### src/rtl/rf_dump.sv
// Register-file dump initiator: walks FIRST_REG..LAST_REG on a dedicated read port
// and presents each captured value as an {address, data} valid/ready beat.
module rf_dump #(
    parameter int A_WIDTH   = 5,
    parameter int D_WIDTH   = 32,
    parameter int FIRST_REG = 0,
    parameter int LAST_REG  = 31
) (
    input  logic               clk,
    input  logic               rst,
    input  logic               start,
    output logic [A_WIDTH-1:0] rd_addr,
    input  logic [D_WIDTH-1:0] rd_data,
    output logic               out_valid,
    input  logic               out_ready,
    output logic [A_WIDTH-1:0] out_addr,
    output logic [D_WIDTH-1:0] out_data,
    output logic               busy,
    output logic               done
);

    localparam logic [A_WIDTH-1:0] FIRST = A_WIDTH'(FIRST_REG);
    localparam logic [A_WIDTH-1:0] LAST  = A_WIDTH'(LAST_REG);

    typedef enum logic [1:0] {IDLE, READ, PRESENT, FINISH} state_t;

    state_t state;

    // rd_addr doubles as the walk index; out_addr mirrors it while a beat is
    // presented, so termination compares out_addr against LAST and never wraps.
    always_ff @(posedge clk) begin
        if (rst) begin
            state     <= IDLE;
            rd_addr   <= FIRST;
            out_addr  <= '0;
            out_data  <= '0;
            out_valid <= 1'b0;
            busy      <= 1'b0;
            done      <= 1'b0;
        end else begin
            done <= 1'b0;
            case (state)
                IDLE: begin
                    rd_addr <= FIRST;
                    if (start) begin
                        state <= READ;
                        busy  <= 1'b1;
                    end
                end
                READ: begin
                    out_data  <= rd_data;
                    out_addr  <= rd_addr;
                    out_valid <= 1'b1;
                    state     <= PRESENT;
                end
                PRESENT: begin
                    if (out_ready) begin
                        out_valid <= 1'b0;
                        if (out_addr == LAST) begin
                            state   <= FINISH;
                            done    <= 1'b1;
                            rd_addr <= FIRST;
                        end else begin
                            state   <= READ;
                            rd_addr <= out_addr + 1'b1;
                        end
                    end
                end
                FINISH: begin
                    state <= IDLE;
                    busy  <= 1'b0;
                end
                default: state <= IDLE;
            endcase
        end
    end

endmodule

### config.mk
export PLATFORM = sky130hd
export DESIGN_NAME = rf_dump
export DESIGN_NICKNAME = d
export VERILOG_FILES = /design/src/rtl/rf_dump.sv
export SDC_FILE = /design/constraint.sdc
export NUM_CORES = 1
export LEC_CHECK = 0
export BUFFER_PORTS_ARGS = -buffer_cell sky130_fd_sc_hd__buf_2
export CAP_MARGIN = 5
export CORE_ASPECT_RATIO = 1.75
export CORE_MARGIN = 1.5
export CORE_UTILIZATION = 46
export DETAILED_ROUTE_END_ITERATION = 6
export GPL_TIMING_DRIVEN = 0
export PLACE_DENSITY = 0.86
export SLEW_MARGIN = 20
export SYNTH_ARGS = -nofsm -noshare
export SYNTH_HDL_FRONTEND = slang
export SYNTH_SLANG_ARGS = --single-unit
### constraint.sdc
create_clock -name clk -period 1.71 [get_ports clk]
set_input_delay 0.171 -clock clk [delete_from_list [all_inputs] [get_ports clk]]
set_output_delay 0.171 -clock clk [all_outputs]
set_load 0.02 [all_outputs]
==> summary.md, run 1 <==
| Metric | Value |
|---|---|
| Xor and xnor area share after synthesis | 0.9845% |
| Root buffer selected by CTS | clkbuf_8 |
| Core Area | 3665 um^2 |
| Leakage power | 1.084 nW |
| Final hold violations | 0 |
| ANT cells | 0 |
| Clock Latency Late Sink | 290 ps |
| Number of nets in the layout | 337 |
| Slew @ Worst Pin | 442.6 ps |
| Sw Pwr | 0.0005525 W |
| Synth Area in Compound Gates | 14.42% |
| TritonCTS clock tree | yes |
| PwrDens | 907.7 nW/um^2 |
| Top Ports | 81 |
| Synthesized area | 1779 um^2 |
| Vias in the first global route | 1,709 |
| Die Y | 85.27 um |
| Detailed placer's ending HPWL | 3138 um |
| Seq/Total Area, Yosys | 52.88% |
| First-pass GRT wire length | 6858 um |
| F_max | 0.6125 GHz |
| Crit Path Max Fanout | 5 |
| First-pass DRT Iterations | 4 |
| Via density | 4.905 |
| Sequential Power Share | 55.3% |
| Startpoint Class | flop |
| DR WL/cell | 12.02 um |
| YS warnings | 0 |
| GRT Overall Usage | 20.30% |
| Yosys top cell by area | dfxtp_1 |
| Total CTS buffers | 5 |
| Gate power share | 14.7% |
| Worst rel slew slack | 70.49% |
| # DRC | 0 |
| Initial Util | 48.55% |
| # fillers | 328 |
| Maxcap violations | 0 |
| Initial antenna violation count | 0 |
| Setup_tns | 0 ps |
| Grt total ovfl | 0 |
| Cts hold-fix bufs | 0 |
| Layout area overhead | 30.31% |
| Net Sw Frac | 26.25% |
| Peak supply drop | 0.6017 mV |
| Syn nets | 250 |
| Clk buf depth | 2 |
| CP Class | reg2reg |
| Setup-failing EPs final | 0 |
| Unrepaired setup endpoints after global routing | false |
| Gates resized, CTS repair | 0 |
| CTS sink cnt | 47 |
| Yosys reg bits | 47 |
| Setup repair bufs after CTS | 0 |
| Die Area | 4264 um^2 |
| Period utilization | 95.48% |
| Synth Area in Adders | 1.406% |
| Vias | 1,697 |
| Register Area | 940.9 um^2 |
| Layout cells sized above 1 | 33.00% |
| Hold Crit Class | in2reg |
| Fin util | 63.26% |
| Buffers added on ports | 80 |
| Gpl congestion | 0.7916 |
| DP Worst Slack | 111.9 ps |
| Clock network fraction of total power | 29.9% |
| Starting DRC count in detailed routing | 21 |
| Clock-pin transition on the worst setup and hold timing paths | 80 ps |
| Multi-input combinational cell area | 733.2 um^2 |
| Main combinational cell family by area after synthesis | simple AND/OR/NAND/NOR gates |
| WL final | 4160 um |
| CTS H-tree depth | 2 |
| Area share of the largest cell type after synthesis | 52.88% |
| Simple-Gate Fraction of Synth Area | 23.84% |
| Number of distinct library cells after synthesis | 30 |
| Worst setup EP type | flop |
| Synth top area cells | dfxtp_1 (53%), nand2_1 (16%), a21oi_1 (12%) |
| Syn avg cell area | 8.392 um^2 |
| Chip width | 50.01 um |
| Run status | finished, final reports clean |
| Clock skew | 7.453 ps |
| Worst EP arrival | 1850 ps |
| Post-route ant nets | 0 |
| Std-Cell Rows | 29 |
| Critical Path RT | 1930 ps |
| Setup ws final | 77.29 ps |
| Fin crit period | 1633 ps |
| Gate count of the mapped netlist | 212 |
| Pins over their slew limit | 0 |
| WHS | 104.5 ps |
| Mux cell area share after synthesis | 0.5626% |
| Int Power | 0.001552 W |
| Largest net degree at the start of global routing | 14 |
-- cells in the mapped netlist --
cell type	instances
a22oi_1	1
nand3_1	1
nand4b_1	1
and3b_1	1
nand3b_4	1
buf_4	2
clkbuf_1	3
nand2_1	76
mux2i_1	1
nor3_1	1
nor2b_2	1
dfxtp_1	47
and2b_1	2
a21oi_1	42
buf_6	5
buf_1	2
o21ai_0	6
nor3b_1	1
nand2b_2	1
or2b_1	1
xor2_1	1
xnor2_1	1
nor2b_1	1
and3_1	1
o41ai_1	1
nand3b_1	1
buf_2	3
ha_1	2
nor2_1	3
or3_1	2
-- path summary, 6_finish.rpt --
path | depth (start not counted) | endpoint | start | slack [ps]
setup / recovery | 5 | rd_addr[2] | out_addr[0] | 80
hold / removal | 3 | out_data[4] | rd_data[4] | 100
setup reg to reg | 5 | rd_addr[2] | out_addr[0] | 80
hold reg to reg | 2 | out_data[24] | out_data[24] | 450
-- layout make-up --
cell class | instances | share of cell area [%]
buffer | 15 | 4.533
clock buffer | 7 | 3.292
clock inverter | 1 | 0.2159
multi-input combinational | 150 | 31.62
sequential | 47 | 40.58
tap | 46 | 2.482
timing repair buffer | 80 | 17.27
-- layout by cell type, fill, tap and decap left out --
cell and instances:
buf_2 83, nand2_1 76, dfxtp_1 47, a21oi_1 42, o21ai_0 6, buf_6 5
clkbuf_1 5, clkbuf_8 5, nor2_1 3, buf_4 2, and2b_1 2, buf_1 2
or3_1 2, ha_1 2, and3_1 1, nor2b_2 1, nand2b_2 1, and3b_1 1
nand3b_4 1, nand3_1 1, xor2_1 1, nor2b_1 1, o41ai_1 1, mux2i_1 1
nor3_1 1, xnor2_1 1, or2b_1 1, nand3b_1 1, nor3b_1 1, nand4b_1 1
a22oi_1 1, clkinv_2 1
-- state kept, by name (all words and copies together) (netlist names) --
register   count
state          2
out_valid      1
done           1
out_addr       5
rd_addr        5
out_data      32
busy           1
-- per-layer routing --
layer	routed length [um]	GRT usage (%)	share of wire (%)
met1	1570	18.76	38
met2	2315	40.31	56
met3	226	4.401	5.4
met4	48	8.333	1.2
met5	0	0	0
-- critical path, cell delays in order (launching register included) --
cell and delay [ps]:
dfxtp_1 360, ha_1 240, and3_1 200, ha_1 220, or3_1 380, a21oi_1 160
-- through the flow --
stage	cells	cell area [um^2]	total power, W
2_1_floorplan	212	1779	0.001382
3_3_place_gp	338	2237	0.001496
3_5_place_dp	338	2237	0.001503
4_1_cts	346	2318	0.002126
5_1_grt	346	2318	0.002200
6_report	346	2318	0.002105
-- power groups by stage --
stage	sequential [W]	clock, W	combinational [W]
6_report	0.00116	0.000630	0.000309
2_1_floorplan	0.00125	0	0.000137
5_1_grt	0.00117	0.000687	0.000342
4_1_cts	0.00117	0.000648	0.000313
3_5_place_dp	0.00119	0	0.000312
3_3_place_gp	0.00119	0	0.000307
-- logic make-up (layout without fill, tap and decap cells) --
kind of cell / Yosys count / count (layout)
buf+inv: 15 / 103
fa+ha+maj: 2 / 2
mux: 1 / 1
xor+xnor: 2 / 2
flops: 47 / 47
simple gates: 95 / 95
compound gates: 50 / 50
(Power assumes the default switching activity.)
==> inputs of run 2 (changes only) <==
Settings changed: BUFFER_PORTS_ARGS -buffer_cell sky130_fd_sc_hd__buf_2 to -buffer_cell sky130_fd_sc_hd__buf_4.
==> run 2 against run 1 <==
  * Setup slack improved by 60 ps
  * Critical path type unchanged
  * Sequential cell count did not move
  * Count of clock-buffer cells in the layout down 1
  * Register-to-register slack gained 60 ps
  * Wire length up 1.7%
==> summary.md, run 2 (synthesis results as in run 1) <==
| Metric | Value |
|---|---|
| Commonest non-fill, non-tap cell in the layout | buf_4 (was buf_2) |
| Top Ports | 81 (unchanged) |
| Via density | 4.919 (was 4.905) |
| Maxcap violations | 0 (unchanged) |
| Clock-pin transition on the worst setup and hold timing paths | 90 ps (was 80 ps) |
| Top reg by flops | out_data (unchanged) |
| Clock network fraction of total power | 35.4% (was 29.9%) |
| Fin crit period | 1573 ps (was 1633 ps) |
| GRT Overall Usage | 21.18% (was 20.30%) |
| Vias in the first global route | 1,704 (was 1,709) |
| Crit path max-delay family | simple AND/OR/NAND/NOR gates (unchanged) |
| ANT cells | 0 (unchanged) |
| DR WL/cell | 12.23 um (was 12.02 um) |
| Max stage delay on crit path | 370 ps (was 380 ps) |
| Die Y | 85.27 um (unchanged) |
| Most frequent CP cell | ha_1 (unchanged) |
| Layout area overhead | 43.60% (was 30.31%) |
| # DRC | 0 (unchanged) |
| Initial antenna violation count | 0 (unchanged) |
| Layout cells sized above 1 | 33.67% (was 33.00%) |
| Worst setup path start | out_addr[0] (unchanged) |
| Worst EP arrival | 1810 ps (was 1850 ps) |
| Clk buf depth | 2 (unchanged) |
| Setup-failing EPs final | 0 (unchanged) |
| Dpl cell area | 2437 um^2 (was 2237 um^2) |
| Gates resized, CTS repair | 0 (unchanged) |
| Pins over their slew limit | 0 (unchanged) |
| RR Startpoint | out_addr[0] (unchanged) |
| TritonCTS clock tree | yes (unchanged) |
| Crit Path Max Fanout | 5 (unchanged) |
| Leakage power | 1.132 nW (was 1.084 nW) |
| Clock Latency Late Sink | 300 ps (was 290 ps) |
| Slew @ Worst Pin | 450.9 ps (was 442.6 ps) |
| Grt total ovfl | 0 (unchanged) |
| Unrepaired setup endpoints after global routing | false (unchanged) |
| Period utilization | 92.00% (was 95.48%) |
| Int Power | 0.001784 W (was 0.001552 W) |
| Core Area | 3665 um^2 (unchanged) |
| Vias | 1,702 (was 1,697) |
| Die Area | 4264 um^2 (unchanged) |
| F_max | 0.6357 GHz (was 0.6125 GHz) |
| WL final | 4232 um (was 4160 um) |
| Sw Pwr | 0.0005732 W (was 0.0005525 W) |
| Worst setup EP type | flop (unchanged) |
| Gate power share | 15.1% (was 14.7%) |
| Worst Path Buf+Inv | 0 (unchanged) |
| Gpl congestion | 0.7653 (was 0.7916) |
| Clock skew | 8.606 ps (was 7.453 ps) |
| Worst Hold Launch | rd_data[19] (was rd_data[4]) |
| First-pass GRT wire length | 6969 um (was 6858 um) |
| CTS H-tree depth | 2 (unchanged) |
| Post-route ant nets | 0 (unchanged) |
| Worst path slowest cell | or3_1 (unchanged) |
| Startpoint Class | flop (unchanged) |
| Worst rel slew slack | 69.94% (was 70.49%) |
| Total CTS buffers | 5 (unchanged) |
| Buffers added on ports | 80 (unchanged) |
| Peak supply drop | 0.8846 mV (was 0.6017 mV) |
| CP Class | reg2reg (unchanged) |
| Initial Util | 48.55% (unchanged) |
| Setup repair bufs after CTS | 0 (unchanged) |
| Fin area | 2555 um^2 (was 2318 um^2) |
| Setup_tns | 0 ps (unchanged) |
| First-pass DRT Iterations | 4 (unchanged) |
| Std-Cell Rows | 29 (unchanged) |
| Starting DRC count in detailed routing | 16 (was 21) |
| Chip width | 50.01 um (unchanged) |
| Root buffer selected by CTS | clkbuf_8 (unchanged) |
| Critical-path cell list | ha_1 > and3_1 > ha_1 > or3_1 > a21oi_1 (unchanged) |
| Number of nets in the layout | 337 (unchanged) |
| Cts hold-fix bufs | 0 (unchanged) |
| DP Worst Slack | 150.6 ps (was 111.9 ps) |
| Setup ws final | 136.8 ps (was 77.29 ps) |
| R2r setup slk | 140 ps (was 80 ps) |
| Max FFs per register | 32 (unchanged) |
| Largest net degree at the start of global routing | 15 (was 14) |
| Pwr Total | 0.002357 W (was 0.002105 W) |
| Run status | finished, final reports clean (unchanged) |
| Sequential Power Share | 49.5% (was 55.3%) |
| Biggest regs | out_data x32, out_addr x5, rd_addr x5 (unchanged) |
| Hold Crit Class | in2reg (unchanged) |
| CTS sink cnt | 47 (unchanged) |
| WHS | 108.6 ps (was 104.5 ps) |
| PwrDens | 922.5 nW/um^2 (was 907.7 nW/um^2) |
| Net Sw Frac | 24.32% (was 26.25%) |
| Critical Path RT | 1950 ps (was 1930 ps) |
| Commonest non-fill, non-tap cells in the layout | buf_4 (82), nand2_1 (76), dfxtp_1 (47) (was buf_2 (83), nand2_1 (76), dfxtp_1 (47)) |
| Detailed placer's ending HPWL | 3225 um (was 3138 um) |
| Final hold violations | 0 (unchanged) |
run 2: power groups by stage:
| stage | Combinational [W] | Sequential [W] | Clock (W) |
|---|---|---|---|
| after detailed placement | 0.000360 | 0.00119 | 0 |
| after global routing | 0.000388 | 0.00117 | 0.000895 |
| after floorplan | 0.000137 | 0.00125 | 0 |
| after CTS | 0.000361 | 0.00117 | 0.000850 |
| final | 0.000357 | 0.00117 | 0.000834 |
| after global placement | 0.000355 | 0.00119 | 0 |
run 2: worst min-delay path, cell delays in order:
cell and delay, ps:
buf_4 110, nand2_1 40, a21oi_1 50
run 2: final timing paths:
check,end,depth (start not counted)
worst max register to register,rd_addr[2],5
worst min register to register,out_data[12],2
worst max-delay path,rd_addr[2],5
worst min-delay path,out_data[19],3
run 2: layer usage:
metal  global-route usage (%)  wire (um)
met1                    20.14       1524
met2                    39.23       2388
met3                    5.986        213
met4                    11.36        106
met5                        0          0
run 2: per-stage QoR:
stage               std cells  utilization, %
global route              346           69.72
CTS                       346           69.72
global placement          338           66.51
detailed placement        338           66.51
finish                    346           69.72
floorplan                 212               -
run 2: layout make-up:
cell class | instances | area [um^2]
clock inverter | 2 | 35.03
multi-input combinational | 150 | 733.2
tap | 46 | 57.56
fill | 303 | 1110
timing repair buffer | 80 | 600.6
buffer | 15 | 105.1
sequential | 47 | 940.9
clock buffer | 6 | 82.58
==> inputs of run 3 (changes only) <==
Settings changed: RECOVER_POWER set to 100.
==> run 3 against run 2 <==
  * Final area fell by 6.8%
  * Register-to-register slack barely moved
  * Wire length fell by 0.57%
  * First-iteration DRC count fell by 13%
  * Hold slack got worse by 2.8 ps
  * Via count fell by 0.41%
  * Sequential share of layout area rose by 2.7 points
  * Setup slack improved by 0.98 ps
  * Largest power group unchanged
  * Non-clock buffer count did not move
  * Sequential cell count did not move
==> summary.md, run 3 (synthesis results as in run 1) <==
| Metric | Value |
|---|---|
| RR Startpoint | out_addr[0] (unchanged) |
| Root buffer selected by CTS | clkbuf_8 (unchanged) |
| Worst setup EP type | flop (unchanged) |
| First-pass GRT wire length | 6969 um (unchanged) |
| Setup-failing EPs final | 0 (unchanged) |
| Chip width | 50.01 um (unchanged) |
| Top Ports | 81 (unchanged) |
| Net Sw Frac | 24.74% (was 24.32%) |
| Dpl cell area | 2437 um^2 (unchanged) |
| Maxcap violations | 0 (unchanged) |
| Detailed placer's ending HPWL | 3225 um (unchanged) |
| CTS H-tree depth | 2 (unchanged) |
| Setup ws final | 137.8 ps (was 136.8 ps) |
| Post-route ant nets | 0 (unchanged) |
| Gpl congestion | 0.7653 (unchanged) |
| Worst Hold Launch | rd_data[6] (was rd_data[19]) |
| WHS | 105.8 ps (was 108.6 ps) |
| Fin area | 2382 um^2 (was 2555 um^2) |
| Gate power share | 13.7% (was 15.1%) |
| # DRC | 0 (unchanged) |
| Worst EP arrival | 1810 ps (about the same) |
| Setup_tns | 0 ps (unchanged) |
| DR WL/cell | 12.16 um (was 12.23 um) |
| Layout cells sized above 1 | 18.33% (was 33.67%) |
| DP Worst Slack | 150.6 ps (unchanged) |
| Hold Crit Class | in2reg (unchanged) |
| Core Area | 3665 um^2 (unchanged) |
| # fillers | 352 (was 303) |
| Top reg by flops | out_data (unchanged) |
| Sequential Power Share | 50.2% (was 49.5%) |
| Via density | 4.899 (was 4.919) |
| Initial antenna violation count | 0 (unchanged) |
| Std-Cell Rows | 29 (unchanged) |
| ANT cells | 0 (unchanged) |
| Buffers added on ports | 80 (unchanged) |
| Commonest non-fill, non-tap cell in the layout | nand2_1 (was buf_4) |
| Gates resized, CTS repair | 0 (unchanged) |
| PwrDens | 974.0 nW/um^2 (was 922.5 nW/um^2) |
| Starting DRC count in detailed routing | 14 (was 16) |
| Pins over their slew limit | 0 (unchanged) |
| Die Area | 4264 um^2 (unchanged) |
| Biggest regs | out_data x32, out_addr x5, rd_addr x5 (unchanged) |
| Critical Path RT | 1950 ps (about the same) |
| Largest net degree at the start of global routing | 15 (unchanged) |
| WL final | 4208 um (was 4232 um) |
| First-pass DRT Iterations | 4 (unchanged) |
| Slew @ Worst Pin | 517.1 ps (was 450.9 ps) |
| CP Class | reg2reg (unchanged) |
| Number of nets in the layout | 337 (unchanged) |
| Unrepaired setup endpoints after global routing | false (unchanged) |
| Run status | finished, final reports clean (unchanged) |
| Grt total ovfl | 0 (unchanged) |
| Die Y | 85.27 um (unchanged) |
| Final hold violations | 0 (unchanged) |
| Pwr Total | 0.002320 W (was 0.002357 W) |
| Worst rel slew slack | 65.53% (was 69.94%) |
| Clock-pin transition on the worst setup and hold timing paths | 90 ps (about the same) |
| Vias in the first global route | 1,704 (unchanged) |
| Peak supply drop | 0.8978 mV (was 0.8846 mV) |
| Clock skew | 9.172 ps (was 8.606 ps) |
| Setup repair bufs after CTS | 0 (unchanged) |
| Period utilization | 91.94% (was 92.00%) |
| F_max | 0.6360 GHz (was 0.6357 GHz) |
| Initial Util | 48.55% (unchanged) |
| Startpoint Class | flop (unchanged) |
| TritonCTS clock tree | yes (unchanged) |
| Layout area overhead | 33.90% (was 43.60%) |
| Clk buf depth | 2 (unchanged) |
| Cts hold-fix bufs | 0 (unchanged) |
| Total CTS buffers | 5 (unchanged) |
| Crit Path Max Fanout | 5 (unchanged) |
| Clock network fraction of total power | 36.0% (was 35.4%) |
| Commonest non-fill, non-tap cells in the layout | nand2_1 (76), clkbuf_1 (49), dfxtp_1 (47) (was buf_4 (82), nand2_1 (76), dfxtp_1 (47)) |
| Clock Latency Late Sink | 300 ps (about the same) |
| Worst setup path start | out_addr[0] (unchanged) |
| Leakage power | 0.9402 nW (was 1.132 nW) |
| Max FFs per register | 32 (unchanged) |
| Fin crit period | 1572 ps (was 1573 ps) |
| CTS sink cnt | 47 (unchanged) |
| Int Power | 0.001746 W (was 0.001784 W) |
| Vias | 1,695 (was 1,702) |
| GRT Overall Usage | 21.18% (unchanged) |
| Sw Pwr | 0.0005740 W (was 0.0005732 W) |
-- run 3: cell count changes in the layout (fill, tap and decap cells not counted) --
cell      previous run  this run
buf_2                3         2
clkbuf_1             3        49
clkbuf_2             0         1
buf_4               82        36
-- run 3: area by class of cell --
| type | instances | area [um^2] | area share [%] |
|---|---|---|---|
| well taps | 46 | 57.56 | 2.416 |
| flip-flops and latches | 47 | 940.9 | 39.50 |
| multi-input cells | 150 | 733.2 | 30.78 |
| plain buffers | 15 | 101.3 | 4.254 |
| clock buffers | 6 | 82.58 | 3.466 |
| repair buffers | 80 | 431.7 | 18.12 |
| clock inverters | 2 | 35.03 | 1.471 |
-- run 3: worst max-delay path: stages, from the launching register on --
cell,delay [ps]
dfxtp_1,350
ha_1,230
and3_1,190
ha_1,220
or3_1,370
a21oi_1,140
-- run 3: per-layer routing --
layer | up-vias | global-route usage, % | wire length (um)
li1 | 864 | - | -
met2 | 51 | 39.23 | 2374
met4 | 0 | 11.36 | 110
met1 | 769 | 20.14 | 1486
met5 | - | 0 | 0
met3 | 11 | 5.986 | 236
-- run 3: through the flow --
step                std cells  utilization [%]
floorplan                 212                -
global placement          338            66.51
detailed placement        338            66.51
CTS                       346            69.72
global route              346            65.01
finish                    346            65.01
-- run 3: power groups by stage --
stage | logic [W] | clock network (W) | registers, W
global placement | 0.000355 | 0 | 0.00119
finish | 0.000319 | 0.000836 | 0.00117
detailed placement | 0.000360 | 0 | 0.00119
global route | 0.000350 | 0.000895 | 0.00117
CTS | 0.000361 | 0.000850 | 0.00117
floorplan | 0.000137 | 0 | 0.00125
-- run 3: final timing paths --
path | end | slack, ps | depth (start not counted)
setup / recovery | rd_addr[2] | 140 | 5
setup reg to reg | rd_addr[2] | 140 | 5
hold reg to reg | out_data[12] | 450 | 2
hold / removal | out_data[6] | 110 | 3
